$ cat config.mk
export PLATFORM = sky130hd
export DESIGN_NAME = cam_frame_capture
export DESIGN_NICKNAME = d
export VERILOG_FILES = /design/src/rtl/cam_frame_capture.sv
export SDC_FILE = /design/constraint.sdc
export NUM_CORES = 1
export LEC_CHECK = 0
export ABC_AREA = 1
export CELL_PAD_IN_SITES_DETAIL_PLACEMENT = 2
export CELL_PAD_IN_SITES_GLOBAL_PLACEMENT = 2
export CORE_UTILIZATION = 33
export CTS_BUF_LIST = sky130_fd_sc_hd__clkbuf_16
export CTS_CLUSTER_DIAMETER = 200
export DETAILED_ROUTE_END_ITERATION = 10
export DONT_BUFFER_PORTS = 1
export GPL_TIMING_DRIVEN = 0
export HOLD_SLACK_MARGIN = 0.15
export PLACE_DENSITY_LB_ADDON = 0.1
export SETUP_SLACK_MARGIN = 0.5
export SLEW_MARGIN = 0
export SYNTH_ARGS = -nofsm -noshare
export SYNTH_HDL_FRONTEND = slang
export SYNTH_SLANG_ARGS = --single-unit
export TNS_END_PERCENT = 20
$ cat constraint.sdc
create_clock -name pclk -period 1.5 [get_ports pclk]
set_input_delay 0.3 -clock pclk [delete_from_list [all_inputs] [get_ports pclk]]
set_output_delay 0.3 -clock pclk [all_outputs]
set_load 0.02 [all_outputs]
$ cat src/rtl/cam_frame_capture.sv
`default_nettype none
`timescale 1ns/1ps
// +----------------------------------------------------------------------+
// | cam_frame_capture: decimating DVP camera frame grabber to pixel RAM    |
// | Revision: 1.0                                                        |
// +----------------------------------------------------------------------+
module cam_frame_capture #(
   parameter int IMG_W  = 320,
   parameter int IMG_H  = 240,
   parameter int DEC_X  = 2,
   parameter int DEC_Y  = 2,
   parameter int ADDR_W = 17
) (
   input  logic              pclk,
   input  logic              rst_n,
   input  logic              vsync,
   input  logic              href,
   input  logic [7:0]        d,
   input  logic              cap_en,
   input  logic              snapshot,
   input  logic [1:0]        mode,
   output logic [ADDR_W-1:0] addr,
   output logic [15:0]       dout,
   output logic              we,
   output logic              frame_done,
   output logic              busy,
   output logic [15:0]       frame_cnt,
   output logic              line_err
);

   localparam logic [ADDR_W-1:0] c_TOTAL      = ADDR_W'(IMG_W * IMG_H);
   localparam logic [15:0]       c_LINE_BYTES = 16'(2 * IMG_W * DEC_X);
   localparam logic [15:0]       c_W16        = 16'(IMG_W);
   localparam logic [15:0]       c_H16        = 16'(IMG_H);
   localparam logic [1:0]        c_DX_LAST    = 2'(DEC_X - 1);
   localparam logic [1:0]        c_DY_LAST    = 2'(DEC_Y - 1);

   typedef enum logic [1:0] {
      S_IDLE   = 2'd0,
      S_ARM    = 2'd1,
      S_VBLANK = 2'd2,
      S_ACTIVE = 2'd3
   } state_t;

   state_t            r_state, w_state_nxt;
   logic              r_vs, r_hr, r_vs_d, r_hr_d;
   logic [7:0]        r_d, r_b0;
   logic              r_snap_pend, r_phase;
   logic [1:0]        r_mode, r_col_ph, r_line_ph;
   logic [15:0]       r_col_idx, r_line_idx, r_byte_cnt, r_frame_cnt, r_dout;
   logic [ADDR_W-1:0] r_addr;
   logic              r_we, r_frame_done, r_line_err;
   logic              w_act_start, w_frame_end;
   logic [15:0]       w_pix, w_dout;

   wire w_vs_rise  = r_vs & ~r_vs_d;
   wire w_vs_fall  = ~r_vs & r_vs_d;
   wire w_hr_rise  = r_hr & ~r_hr_d;
   wire w_hr_fall  = ~r_hr & r_hr_d;
   wire w_in_frame = (r_state == S_ACTIVE) && !w_vs_rise;
   wire w_phase0   = w_hr_rise | ~r_phase;
   wire w_line_kpt = (r_line_ph == 2'd0) && (r_line_idx < c_H16);
   wire w_col_kpt  = (r_col_ph == 2'd0) && (r_col_idx < c_W16);
   wire w_keep     = w_in_frame && r_hr && !w_phase0 && w_line_kpt && w_col_kpt
                     && (r_addr != c_TOTAL);

   always_comb begin
      w_state_nxt = r_state;
      w_act_start = 1'b0;
      w_frame_end = 1'b0;
      case (r_state)
         S_IDLE:   if (cap_en || snapshot) w_state_nxt = S_ARM;
         S_ARM:    if (w_vs_rise) w_state_nxt = S_VBLANK;
         S_VBLANK: if (w_vs_fall) begin
            w_state_nxt = S_ACTIVE;
            w_act_start = 1'b1;
         end
         S_ACTIVE: if (w_vs_rise) begin
            w_frame_end = 1'b1;
            w_state_nxt = (cap_en || r_snap_pend) ? S_VBLANK : S_IDLE;
         end
         default:  w_state_nxt = S_IDLE;
      endcase
   end

   always_comb begin
      w_pix = {r_b0, r_d};
      case (r_mode)
         2'b00:   w_dout = {4'h0, w_pix[15:12], w_pix[10:7], w_pix[4:1]};
         2'b10:   w_dout = {8'h00, r_b0};
         default: w_dout = w_pix;
      endcase
   end

   always_ff @(posedge pclk or negedge rst_n) begin
      if (!rst_n) begin
         r_state     <= S_IDLE;
         r_vs        <= 1'b0;
         r_hr        <= 1'b0;
         r_d         <= 8'h00;
         r_vs_d      <= 1'b0;
         r_hr_d      <= 1'b0;
         r_snap_pend <= 1'b0;
      end else begin
         r_state <= w_state_nxt;
         r_vs    <= vsync;
         r_hr    <= href;
         r_d     <= d;
         r_vs_d  <= r_vs;
         r_hr_d  <= r_hr;
         // A snapshot seen while already capturing buys exactly one more frame
         if (w_frame_end)
            r_snap_pend <= 1'b0;
         if (snapshot && r_state != S_IDLE)
            r_snap_pend <= 1'b1;
      end
   end

   always_ff @(posedge pclk or negedge rst_n) begin
      if (!rst_n) begin
         r_mode       <= 2'b00;
         r_b0         <= 8'h00;
         r_phase      <= 1'b0;
         r_col_ph     <= 2'd0;
         r_col_idx    <= 16'd0;
         r_line_ph    <= 2'd0;
         r_line_idx   <= 16'd0;
         r_byte_cnt   <= 16'd0;
         r_addr       <= '0;
         r_dout       <= 16'h0000;
         r_we         <= 1'b0;
         r_frame_done <= 1'b0;
         r_frame_cnt  <= 16'd0;
         r_line_err   <= 1'b0;
      end else begin
         r_we         <= 1'b0;
         r_frame_done <= 1'b0;
         if (w_act_start) begin
            r_mode     <= (mode == 2'b11) ? 2'b01 : mode;
            r_addr     <= '0;
            r_phase    <= 1'b0;
            r_col_ph   <= 2'd0;
            r_col_idx  <= 16'd0;
            r_line_ph  <= 2'd0;
            r_line_idx <= 16'd0;
            r_byte_cnt <= 16'd0;
            r_line_err <= 1'b0;
         end else begin
            if (r_we && r_addr != c_TOTAL)
               r_addr <= r_addr + ADDR_W'(1);
            if (w_in_frame && r_hr) begin
               r_byte_cnt <= w_hr_rise ? 16'd1 : r_byte_cnt + 16'd1;
               if (w_phase0) begin
                  r_b0    <= r_d;
                  r_phase <= 1'b1;
                  if (w_hr_rise) begin
                     r_col_ph  <= 2'd0;
                     r_col_idx <= 16'd0;
                  end
               end else begin
                  r_phase <= 1'b0;
                  if (r_col_ph == c_DX_LAST) begin
                     r_col_ph <= 2'd0;
                     if (r_col_idx != c_W16)
                        r_col_idx <= r_col_idx + 16'd1;
                  end else begin
                     r_col_ph <= r_col_ph + 2'd1;
                  end
               end
            end
            if (w_in_frame && w_hr_fall) begin
               if (w_line_kpt && r_byte_cnt != c_LINE_BYTES)
                  r_line_err <= 1'b1;
               if (r_line_ph == c_DY_LAST) begin
                  r_line_ph <= 2'd0;
                  if (r_line_idx != c_H16)
                     r_line_idx <= r_line_idx + 16'd1;
               end else begin
                  r_line_ph <= r_line_ph + 2'd1;
               end
            end
         end
         if (w_keep) begin
            r_we   <= 1'b1;
            r_dout <= w_dout;
         end
         if (w_frame_end) begin
            r_frame_done <= 1'b1;
            r_frame_cnt  <= r_frame_cnt + 16'd1;
         end
      end
   end

   assign addr       = r_addr;
   assign dout       = r_dout;
   assign we         = r_we;
   assign frame_done = r_frame_done;
   assign busy       = (r_state != S_IDLE);
   assign frame_cnt  = r_frame_cnt;
   assign line_err   = r_line_err;

endmodule
`default_nettype wire
==> results.txt, run 1 <==
Final #Nets: 1111
outcome: finished, violations left
area leader, netlist: dfrtp_1
Die W: 150.9 µm
MaxCap Viol Count: 0
largest family of logic cells by synthesized area: simple AND/OR/NAND/NOR gates
Synth area leaders: dfrtp_1 44%, nand2_1 16%, nand3_1 6.4%
Tightest Pin Transition: 0.3871 ns
post-route ant nets: 0
Compound-Gate Fraction of Synth Area: 6.792%
Synth Cell Area: 7313 µm²
maximum vdd drop: 0.9650 mV
core area: 21760 µm²
Syn Area/Cell: 7.343 µm²
DRC: 0
P per Cell Area: 1317 nW/µm²
Setup Crit Path Kind: reg -> reg
Startpoint Class: flip-flop
CP delay by family, top: simple AND/OR/NAND/NOR gates
Die Area: 22760 µm²
most used cell, CP: nand2_1
DR vias: 7226
CP required: 1.86 ns
worst-path cell chain: ha_4 > nand3_2 > nor3_4 > buf_4 > nand3_1 > nand2_1 > nand4_1 > nand2_1
final std cells w/o fill: 1379
CP Capture Type: flip-flop
Final period util: 112.8%
Antenna diodes: 0
final hold vios: 130
worst min-delay path class: in -> async
Leak: 4.620 nW
TritonCTS clock tree: done
GRT Overall Usage: 24.24%
largest net degree at the start of global routing: 131
Die Height: 150.9 µm
Longest Clk Path Bufs: 2
Hold Buf Count CTS: 14
Port Buffer Count: 0
clk root buf: clkbuf_16
commonest non-fill, non-tap cells in the layout: 258 x nand2_1, 93 x inv_1, 80 x nor2_1
RSZ-0062 raised after global routing: yes
Filler cells: 2382
setup ws final: -0.1927 ns
TritonRoute pass-1 iters: 4
clk slew on worst S/H paths: 0.07 ns
distinct cell type count after synthesis: 39
CTS Buf Count: 17
Final GP Congestion: 0.7837
share of the synthesized area in the top cell type: 44.48%
H-tree levels: 4
commonest non-fill, non-tap cell in the layout: nand2_1
global route total overflow: 0
Async SR Flop Fraction: 100.0%
failing checks: hold timing, setup timing
adder-cell area share of the yosys netlist: 1.540%
row cnt: 54
Crit-path slowest cell: dfrtp_2
register area share after synthesis: 44.48%
# IOs: 69
Yosys Warn Count: 0
Setup TNS Final: -8.390 ns
setup violators final: 75
Simple-Gate Fraction of Synth Area: 35.98%
layout cell share with drive strength beyond 1: 32.12%
Slew HR: 73.95%
Inst Count DP: 1276
Crit path buffers/inverters: 1
CP Data Arrival Time: 2.06 ns
P&R area growth vs syn: 35.98%
critical path peak fanout: 6
clk_lat worst skew: 0.44 ns
dpl ws: -0.4900 ns
Setup Skew: 0.009412 ns
Initial Utilization: 33.62%
clk sink count: 130
Tot Pwr: 13.10 mW
Post-Synthesis Cells: 996
initial antenna violation count: 0
DRT Wirelength: 27660 µm
post-synthesis xor/xnor area fraction: 3.593%
#FFs+latches synth: 130
DP HPWL: 17150 µm
Max Clock Freq: 590.8 MHz
most common flop cell mapped by yosys: dfrtp_1
fin. max-slew vios: 0
Wirelength per Cell: 20.05 µm
vias in the first global route: 7894
vias per inst: 5.240
worst hold slack: -0.4471 ns
DRT iter0 DRCs: 232
global-route wire length before repair: 42540 µm
Tmin final: 1.693 ns
EDFF count, synth: 0
post-synthesis mux area share: 0%
CP peak stage delay: 0.52 ns
Mapped Nets: 1021
## worst reg2reg max path: cells and delay by family (launching register included)
kind	cells	cell delay, ns
flops	1	0.52
buf+inv	1	0.16
fa+ha+maj	1	0.22
simple gates	6	0.74
## worst paths after layout
path	startpoint	end	slack [ns]	cells after the start
setup / recovery	addr[0]	addr[16]	-0.19	8
hold / removal	rst_n	r_byte_cnt[8]	-0.45	0
setup reg to reg	addr[0]	addr[16]	-0.19	8
hold reg to reg	r_vs	r_vs_d	0.49	0
max in group asynchronous	rst_n	frame_cnt[6]	1.74	0
min in group pclk	cap_en	r_state[1]	0.17	2
## final cells by class
class	count	area (µm²)	area share, %
plain buffers	22	246.5	2.479
clock buffers	17	425.4	4.278
clock inverters	15	158.9	1.598
inverters	114	452.9	4.555
multi-input cells	730	4270	42.94
flip-flops and latches	130	3331	33.49
well taps	280	350.3	3.523
repair buffers	71	709.4	7.134
## layer usage
layer | vias up | wire [µm] | GRT usage, %
li1 | 3399 | - | -
met1 | 3686 | 11760 | 29.13
met2 | 98 | 14530 | 43.65
met3 | 43 | 737 | 4.729
met4 | 0 | 629 | 6.650
met5 | - | 0 | 0
## flip-flops by register name (all words and copies together) (netlist names), 8 cells and up
name	cells
r_d	8
frame_cnt	16
r_col_idx	16
r_b0	8
r_line_idx	16
addr	17
dout	16
r_byte_cnt	16
## metrics by stage
stage | utilization (%) | hold slack (ns) | cell area [µm²]
after floorplan | - | 0.004409 | 7387
after global placement | 35.56 | 0.009003 | 7737
after detailed placement | 35.56 | 0.009603 | 7737
after CTS | 43.21 | -0.4603 | 9402
after global routing | 45.71 | -0.4604 | 9945
final | 45.71 | -0.4471 | 9945
## cells by family (layout without fill, tap and decap cells)
group,after synthesis,in the layout
AND/OR/NAND/NOR,604,604
buffers and inverters,136,239
flip-flops,130,130
AO/OA/AOI/OAI,87,87
XOR/XNOR,30,30
adder cells (fa/ha/maj),9,9
## synthesized netlist by cell type (3+ instances only)
library cell  instances
nand3b_1              5
a21oi_1              17
dfrtp_1             130
nand2_1             318
nand4_1              32
ha_1                  9
nand3_2               3
a22o_1                5
o21bai_1              5
inv_2                 3
nand3_1              93
inv_1               109
o211ai_1              8
nor3_1               25
o21ai_0              45
nand2_2               5
nor3b_1               3
nor2_4                3
nor2_2                4
nor2_1              105
buf_6                 3
buf_4                 4
xor2_1               28
buf_2                 7
clkbuf_1              7
## repair_timing
| item | 4_1_cts | 5_1_grt |
|---|---|---|
| resized for setup | 202 | 137 |
| pin swaps | 27 | 43 |
| endpoints found under the hold margin | 144 | 130 |
| gates cloned | 3 | 1 |
| buffers inserted | 37 | 16 |
| endpoints found under the setup margin | 171 | 171 |
## where the power goes
group	switching [mW]	internal (mW)	leakage, nW
clock network	2.03	2.24	0.283
logic	2.25	1.59	2.69
registers	0.918	4.08	1.64
No activity file was read; power rests on OpenSTA's default activity.
==> inputs of run 2 (changes only) <==
Settings changed: CORE_UTILIZATION 33 to 34, CTS_BUF_LIST sky130_fd_sc_hd__clkbuf_16 to sky130_fd_sc_hd__clkbuf_2.
==> run 2 against run 1 <==
Net effect: the flow still finishes with violations (hold timing, setup timing); design area increased by 0.84%; first-iteration DRC count fell by 23%; highest routed layer unchanged; largest cell class unchanged; critical endpoint is now r_col_idx[14]; clock skew up 0.044 ns; routed wire length increased by 6.6%.
==> results.txt, run 2 (synthesis results as in run 1) <==
DR vias: 7415 (was 7226)
Flop pwr share: 42.7% (was 38.1%)
clk root buf: clkbuf_2 (was clkbuf_16)
vias in the first global route: 7852 (was 7894)
global-route wire length before repair: 42030 µm (was 42540 µm)
row cnt: 53 (was 54)
worst hold slack: -0.8282 ns (was -0.4471 ns)
Inst Count DP: 1271 (was 1276)
CP Capture Type: flip-flop (unchanged)
Filler cells: 2330 (was 2382)
Final GP Congestion: 0.7779 (was 0.7837)
switching pwr: 5.153 mW (was 5.198 mW)
Slew HR: 55.89% (was 73.95%)
Tot Pwr: 11.79 mW (was 13.10 mW)
area of the multi-input gates: 4394 µm² (was 4270 µm²)
CP required: 2.20 ns (was 1.86 ns)
MaxCap Viol Count: 0 (unchanged)
# IOs: 69 (unchanged)
Die W: 148.7 µm (was 150.9 µm)
Initial Utilization: 34.68% (was 33.62%)
clk slew on worst S/H paths: 0.28 ns (was 0.07 ns)
maximum vdd drop: 0.4779 mV (was 0.9650 mV)
worst min-delay path class: in -> async (unchanged)
RSZ-0062 raised after global routing: yes (unchanged)
Startpoint Class: flip-flop (unchanged)
Tmin final: 1.816 ns (was 1.693 ns)
largest net degree at the start of global routing: 131 (unchanged)
P per Cell Area: 1176 nW/µm² (was 1317 nW/µm²)
Longest Clk Path Bufs: 2 (unchanged)
Die Area: 22100 µm² (was 22760 µm²)
Final Core Density: 47.56% (was 45.71%)
outcome: finished, violations left (unchanged)
Final #Nets: 1134 (was 1111)
setup violators final: 160 (was 75)
core area: 21090 µm² (was 21760 µm²)
Leak: 4.608 nW (was 4.620 nW)
max reg flops: 17 (unchanged)
Hold Buf Count CTS: 24 (was 14)
Final period util: 121.1% (was 112.8%)
global route total overflow: 0 (unchanged)
sequential cell area: 3341 µm² (was 3331 µm²)
vias per inst: 5.304 (was 5.240)
GRT Overall Usage: 24.60% (was 24.24%)
clk_lat worst skew: 0.78 ns (was 0.44 ns)
TritonCTS clock tree: done (unchanged)
post-route ant nets: 0 (unchanged)
commonest non-fill, non-tap cells in the layout: 264 x nand2_1, 92 x inv_1, 73 x nor2_1, 73 x nand3_1, 70 x dfrtp_2 (was 258 x nand2_1, 93 x inv_1, 80 x nor2_1)
Setup Crit Path Kind: reg -> reg (unchanged)
Setup TNS Final: -24.50 ns (was -8.390 ns)
clk sink count: 130 (unchanged)
CTS Buf Count: 17 (unchanged)
dpl ws: -0.5313 ns (was -0.4900 ns)
H-tree levels: 4 (unchanged)
TritonRoute pass-1 iters: 6 (was 4)
P&R area growth vs syn: 37.13% (was 35.98%)
layout cell share with drive strength beyond 1: 34.49% (was 32.12%)
DRT iter0 DRCs: 179 (was 232)
Wirelength per Cell: 21.09 µm (was 20.05 µm)
failing checks: hold timing, setup timing (unchanged)
Die Height: 148.7 µm (was 150.9 µm)
fin. max-slew vios: 0 (unchanged)
DRT Wirelength: 29490 µm (was 27660 µm)
Port Buffer Count: 0 (unchanged)
combinational share of power: 35.3% (was 29.3%)
Tightest Pin Transition: 0.6534 ns (was 0.3871 ns)
critical path peak fanout: 5 (was 6)
initial antenna violation count: 1 (was 0)
Clock Power Share: 22.0% (was 32.6%)
DP HPWL: 17000 µm (was 17150 µm)
CP Data Arrival Time: 2.51 ns (was 2.06 ns)
final std cells w/o fill: 1398 (was 1379)
sw frac: 43.71% (was 39.68%)
final hold vios: 130 (unchanged)
commonest non-fill, non-tap cell in the layout: nand2_1 (unchanged)
DRC: 0 (unchanged)
Max Clock Freq: 550.6 MHz (was 590.8 MHz)
P_int: 6.636 mW (was 7.902 mW)
Setup Skew: 0.05328 ns (was 0.009412 ns)
setup ws final: -0.3162 ns (was -0.1927 ns)
==> run 2: stage by stage <==
stage,cell area (µm²),hold WS [ns]
3_3_place_gp,7731,0.009120
6_report,10030,-0.8282
4_1_cts,9124,-0.8884
3_5_place_dp,7731,0.01244
5_1_grt,10030,-0.8952
2_1_floorplan,7387,0.004409
==> run 2: power by group through the flow <==
stage	combinational [mW]	sequential [mW]	clock, mW
finish	4.16	5.04	2.59
CTS	3.15	4.92	2.66
detailed placement	2.35	4.93	0
floorplan	1.69	4.73	0
global route	4.45	5.11	2.78
global placement	2.25	4.91	0
==> run 2: worst max-delay path, cell delays in order, from the launching register on <==
cell and delay, ns:
dfrtp_2 0.53, inv_4 0.09, buf_4 0.12, nand2_4 0.05, nor2_4 0.22, nor2_4 0.09
nand3_4 0.12, nand2_4 0.07, nor2_4 0.16, buf_6 0.15, nand2_1 0.07, nand2_1 0.08
==> run 2: final timing paths <==
kind | startpoint | to | slack, ns | cells past startpoint
worst max-delay path | r_state[0] | r_col_idx[14] | -0.32 | 11
worst min-delay path | rst_n | r_b0[7] | -0.83 | 0
worst max register to register | r_state[0] | r_col_idx[14] | -0.32 | 11
worst min register to register | r_vs | r_vs_d | 0.53 | 0
max in group asynchronous | rst_n | r_col_idx[14] | 2.12 | 0
min in group pclk | mode[1] | r_mode[1] | 0.24 | 3
==> run 2: layer usage <==
metal | global-route usage [%] | part of all wire [%] | up-vias
met1 | 30.24 | 42 | 3805
li1 | - | - | 3443
met3 | 4.233 | 3.3 | 46
met4 | 9.072 | 2.2 | 0
met5 | 0 | 0 | -
met2 | 42.87 | 53 | 121
==> run 2: layout make-up <==
cell class                      count  area share (%)
Inverter                          114           4.729
Antenna cell                        1         0.02495
Timing Repair Buffer               94           9.357
Sequential cell                   130           33.31
Multi-Input combinational cell    730           43.82
Clock buffer                       17          0.8484
Clock inverter                     15           1.834
Tap cell                          275           3.431
Buffer                             22           2.645
==> run 2: timing repair <==
| action | 4_1_cts | 5_1_grt |
|---|---|---|
| cloned | 4 | 3 |
| pin swaps | 20 | 47 |
| resized for setup | 195 | 191 |
| buffers inserted | 35 | 28 |
| setup endpoints to repair | 171 | 171 |
| hold endpoints to repair | 145 | 130 |
